### config.mk
export PLATFORM = sky130hd
export DESIGN_NAME = pipe_elastic_stage
export DESIGN_NICKNAME = d
export VERILOG_FILES = /design/src/rtl/pipe_elastic_stage_pkg.sv /design/src/rtl/pipe_elastic_stage.sv
export SDC_FILE = /design/constraint.sdc
export NUM_CORES = 1
export LEC_CHECK = 0
export ABC_CLOCK_PERIOD_IN_PS = 2000
export CORE_UTILIZATION = 40
export DETAILED_ROUTE_END_ITERATION = 10
export GPL_ROUTABILITY_DRIVEN = 0
export HOLD_SLACK_MARGIN = 0.02
export PLACE_DENSITY = 0.8
export SYNTH_ARGS = -nofsm -noshare
export SYNTH_HDL_FRONTEND = slang
export SYNTH_SLANG_ARGS = --single-unit
### constraint.sdc
create_clock -name clk -period 2 [get_ports clk]
set_clock_uncertainty 0.2 [all_clocks]
set_input_delay 0.3 -clock clk [delete_from_list [all_inputs] [get_ports clk]]
set_output_delay 0.3 -clock clk [all_outputs]
set_load 0.005 [all_outputs]
### src/rtl/pipe_elastic_stage_pkg.sv
// Stage bus widths and default queue depths for each pipeline boundary of the five-stage core,
// plus sizing helpers shared by the elastic stage buffers.
package pipe_elastic_stage_pkg;

  localparam int IF_TO_ID_BUS_W = 64;
  localparam int ID_TO_EX_BUS_W = 150;
  localparam int EX_TO_ME_BUS_W = 71;
  localparam int ME_TO_WB_BUS_W = 70;

  // IF->ID doubles as the prefetch queue; the other boundaries stay single-entry.
  localparam int IF_TO_ID_DEPTH = 4;
  localparam int ID_TO_EX_DEPTH = 1;
  localparam int EX_TO_ME_DEPTH = 1;
  localparam int ME_TO_WB_DEPTH = 1;

  function automatic int ptr_width(input int depth);
    return (depth > 1) ? $clog2(depth) : 1;
  endfunction

endpackage

### src/rtl/pipe_elastic_stage.sv
// DEPTH-entry elastic stage buffer with synchronous flush; head appears one edge after push (no fall-through).
// Backpressure: allow_in drops when full, optionally re-opened combinationally by next_allow_in (PASS_ALLOW=1).
module pipe_elastic_stage
  import pipe_elastic_stage_pkg::*;
#(
  parameter int BUS_W      = IF_TO_ID_BUS_W,
  parameter int DEPTH      = 1,
  parameter int PASS_ALLOW = 1,
  parameter int CNT_W      = $clog2(DEPTH + 1)
) (
  input  logic             clk,
  input  logic             resetn,
  input  logic             prev_valid,
  input  logic [BUS_W-1:0] prev_bus,
  output logic             allow_in,
  output logic             out_valid,
  output logic [BUS_W-1:0] out_bus,
  input  logic             next_allow_in,
  input  logic             flush,
  output logic [CNT_W-1:0] count,
  output logic             full
);

  localparam int PTR_W = ptr_width(DEPTH);

  logic [BUS_W-1:0] mem [DEPTH];
  logic [PTR_W-1:0] rd_ptr;
  logic [PTR_W-1:0] wr_ptr;
  logic             push;
  logic             pop;

  // Non-power-of-two depths wrap explicitly rather than relying on overflow.
  function automatic logic [PTR_W-1:0] ptr_inc(input logic [PTR_W-1:0] p);
    if (p == PTR_W'(DEPTH - 1)) begin
      return '0;
    end
    return p + PTR_W'(1);
  endfunction

  assign full      = (count == CNT_W'(DEPTH));
  assign out_valid = (count != '0);
  assign out_bus   = mem[rd_ptr];

  generate
    if (PASS_ALLOW != 0) begin : g_pass_allow
      assign allow_in = !full || next_allow_in;
    end else begin : g_reg_allow
      assign allow_in = !full;
    end
  endgenerate

  assign push = prev_valid && allow_in && !flush;
  assign pop  = out_valid && next_allow_in && !flush;

  always_ff @(posedge clk or negedge resetn) begin
    if (!resetn) begin
      rd_ptr <= '0;
      wr_ptr <= '0;
      count  <= '0;
      for (int i = 0; i < DEPTH; i++) begin
        mem[i] <= '0;
      end
    end else if (flush) begin
      rd_ptr <= '0;
      wr_ptr <= '0;
      count  <= '0;
    end else begin
      if (push) begin
        mem[wr_ptr] <= prev_bus;
        wr_ptr      <= ptr_inc(wr_ptr);
      end
      if (pop) begin
        rd_ptr <= ptr_inc(rd_ptr);
      end
      if (push && !pop) begin
        count <= count + CNT_W'(1);
      end else if (pop && !push) begin
        count <= count - CNT_W'(1);
      end
    end
  end

endmodule

==> summary.txt <==
Synth
  – Ys flop type: dfrtp_1
  – Post-Synth XOR/XNOR Area: 0%
  – FFs w/ async S/R, synth: 100%
  – Synth area leader: dfrtp_1
  – EDFF count, synth: 0
  – Most common cell in the netlist: dfrtp_1
  – Post-synthesis simple-gate area fraction: 1.23%
  – Seq/Total Area, Yosys: 59.0%
  – Post-Synth Adder-Cell Area: 0%
  – Most frequent cells after synthesis: 65 x dfrtp_1, 60 x mux2_4, 6 x buf_12, 4 x mux2_2
  – Dominant cells by area after synthesis: dfrtp_1 59%, mux2_4 33%, buf_12 4.4%, mux2_2 1.6%, buf_4 0.54%
  – Post-Synthesis Cells: roughly 140
  – Synth warn: 0
  – Syn Area/Cell: between 15 and 20 µm²
  – Flops & latches, synth: 65
  – Post-synthesis mux area share: roughly a third
  – Compound-Gate Fraction of Synth Area: 0%
  – Netlist cell types: 10
  – Mapped cell area: about 2800 µm²
  – Post-synth top area share: 59.0%
  – Largest family of logic cells by synthesized area: multiplexers
  – Syn nets: approximately 210

Pwr
  – Worst VDD drop: about 0.5 mV
  – Leakage: 1.95 nW
  – P per Cell Area: ~890 nW/µm²

STA
  – Setup violations, final: 0
  – Final Hold Viols: 0
  – Least-Margin Pin Slew: 0.337 ns
  – Rel. slew slack: ~78%
  – Pins Over Slew Limit: 0
  – Fin crit share: 89.3%
  – Fmax: between 500 and 600 MHz
  – RSZ-0062 raised after global routing: no
  – Min cycle time layout: 1.79 ns

Routing
  – WL/cell: about 16 µm
  – Vias per cell: ~4.6
  – DRC viols: 0
  – Final antenna-violating net count: 0
  – Initial drt markers: 41
  – Post-Route WL: roughly 5900 µm
  – Drt pass-1 iters: 3
  – Total number of vias: 1,713

Placement
  – DPL Wire Length: 4340 µm
  – Buffers on Ports: between 100 and 150
  – Cells after DPL: 356

Global route
  – Largest net degree at the start of global routing: 66
  – Total track usage: approximately 17%
  – Antenna violations before repair: 0
  – GR Overflow Total: 0
  – Vias in the first global route: ~1.8k
  – First-pass GRT wire length: 9440 µm

Worst setup path
  – CP Launch Type: register
  – RR Endpoint: mem[46]$_DFFE_PN0P_
  – Crit-path max FO: 3
  – R2R Path Start: count$_DFFE_PN0P_
  – Critical path arrival: approximately 1.3 ns
  – Setup Crit Path Kind: register to primary output
  – Worst Reg2Reg Path Length in Cells: 5
  – R2R Setup Slk: 0.26 ns
  – Critical path endpoint category: primary output
  – CP required: approximately 1.5 ns

Final layout
  – # diodes: 0
  – Layout cells sized above 1: a little under a third
  – Register area: between 1500 and 2000 µm²
  – Area growth syn-to-layout: 60.1%
  – Fillers: between 400 and 500
  – Core Util, Final: 67.9%
  – Non-filler cells, final: 374
  – Fin nets: between 300 and 400
  – Multi-input logic area: ~990 µm²

CTS
  – CTS Sinks: between 60 and 70
  – CTS Root Cell: clkbuf_8
  – Clock transition at path regs: about 0.070 ns
  – Clock Path Buffers: 2
  – Num CTS Buffers: 9
  – H-tree levels: 3
  – Clock Latency Late Sink: roughly 0.32 ns
  – TritonCTS clock tree: done

Floorplanning
  – Initial Util: a little over two fifths
  – CORE AREA: roughly 6500 µm²
  – Ports: 137
  – Die Ht: approximately 85 µm
  – Core Rows: 29
  – Die area: 7230 µm²
  – Die Width: 85.0 µm

Hold path
  – Worst min path class: input port to async pin

Job
  – Max-cap violations: 0

Status
  – Status: completed
-- cell usage in the layout (no fill, tap or decap), drive strengths merged --
| cell type | netlist | layout |
|---|---|---|
| clkdlybuf4s50 | 0 | 133 |
| dfrtp | 65 | 65 |
| mux2 | 64 | 64 |
| buf | 9 | 11 |
| clkbuf | 0 | 10 |
| clkinv | 0 | 3 |
| nor2 | 2 | 2 |
| bufinv | 0 | 2 |
| dlygate4sd2 | 0 | 2 |
| nor2b | 1 | 1 |
| inv | 1 | 1 |
| nor3b | 1 | 1 |
| clkinvlp | 0 | 1 |
| dlygate4sd3 | 0 | 1 |
-- routing by layer --
layer  part of all wire [%]  global-route usage, %
met1                     45                   22.9
met2                     47                   27.3
met3                    6.0                   4.28
met4                    1.8                   8.17
met5                      0                      0
-- metrics by stage --
stage                     instance area [µm²]  TNS (ns)  hold slack [ns]  total power [W]  setup WS [ns]
final                                    4410         0            0.308          0.00392          0.214
after global routing                     4410         0            0.327          0.00411          0.155
after CTS                                4410         0            0.311          0.00397          0.179
after detailed placement                 4190     -4.58            0.139          0.00277        -0.0980
after global placement                   4190     -3.72            0.135          0.00276        -0.0821
after floorplan                          2760         0           -0.196          0.00210          0.334
-- flip-flops by register name (all words and copies together) (netlist names) --
signal and count:
mem 64, count 1
-- critical path, cell delays in order (launching register included) --
cell             delay, ns
dfrtp_1               0.35
buf_4                 0.12
clkdlybuf4s50_1       0.50
-- where the power goes --
| part | switching, W | total [W] | internal [W] |
|---|---|---|---|
| clock | 0.000475 | 0.00117 | 0.000695 |
| combinational | 0.000269 | 0.00108 | 0.000811 |
| sequential | 0.000127 | 0.00167 | 0.00154 |
-- repair_timing --
| action | in CTS | in global routing |
|---|---|---|
| hold buffers | 1 | 0 |
| buffers inserted | 1 | 0 |
| resized for setup | 2 | 0 |
| endpoints found under the setup margin | 1 | 0 |
| endpoints found under the hold margin | 65 | 0 |
-- how the worst max path moves through the flow --
stage | startpoint | to | slack (ns) | depth (start not counted)
after floorplan | count$_DFFE_PN0P_ | mem[0]$_DFFE_PN0P_ | 0.33 | 5
after global placement | next_allow_in | mem[43]$_DFFE_PN0P_ | -0.08 | 5
after detailed placement | next_allow_in | mem[18]$_DFFE_PN0P_ | -0.1 | 6
after CTS | count$_DFFE_PN0P_ | full | 0.18 | 2
after global routing | count$_DFFE_PN0P_ | full | 0.16 | 2
final | count$_DFFE_PN0P_ | full | 0.21 | 2
-- cell type report --
cell class              count  share of cell area (%)
flip-flops and latches     65                    36.9
repair buffers            147                    33.7
multi-input cells          68                    22.3
clock buffers              10                    2.89
well taps                  77                    2.18
clock inverters             6                    1.87
inverters                   1                  0.0851
-- kinds of logic after synthesis --
group / after synthesis
mux: 64
flops: 65
buf+inv: 10
simple gates: 4
(Power assumes the default switching activity.)
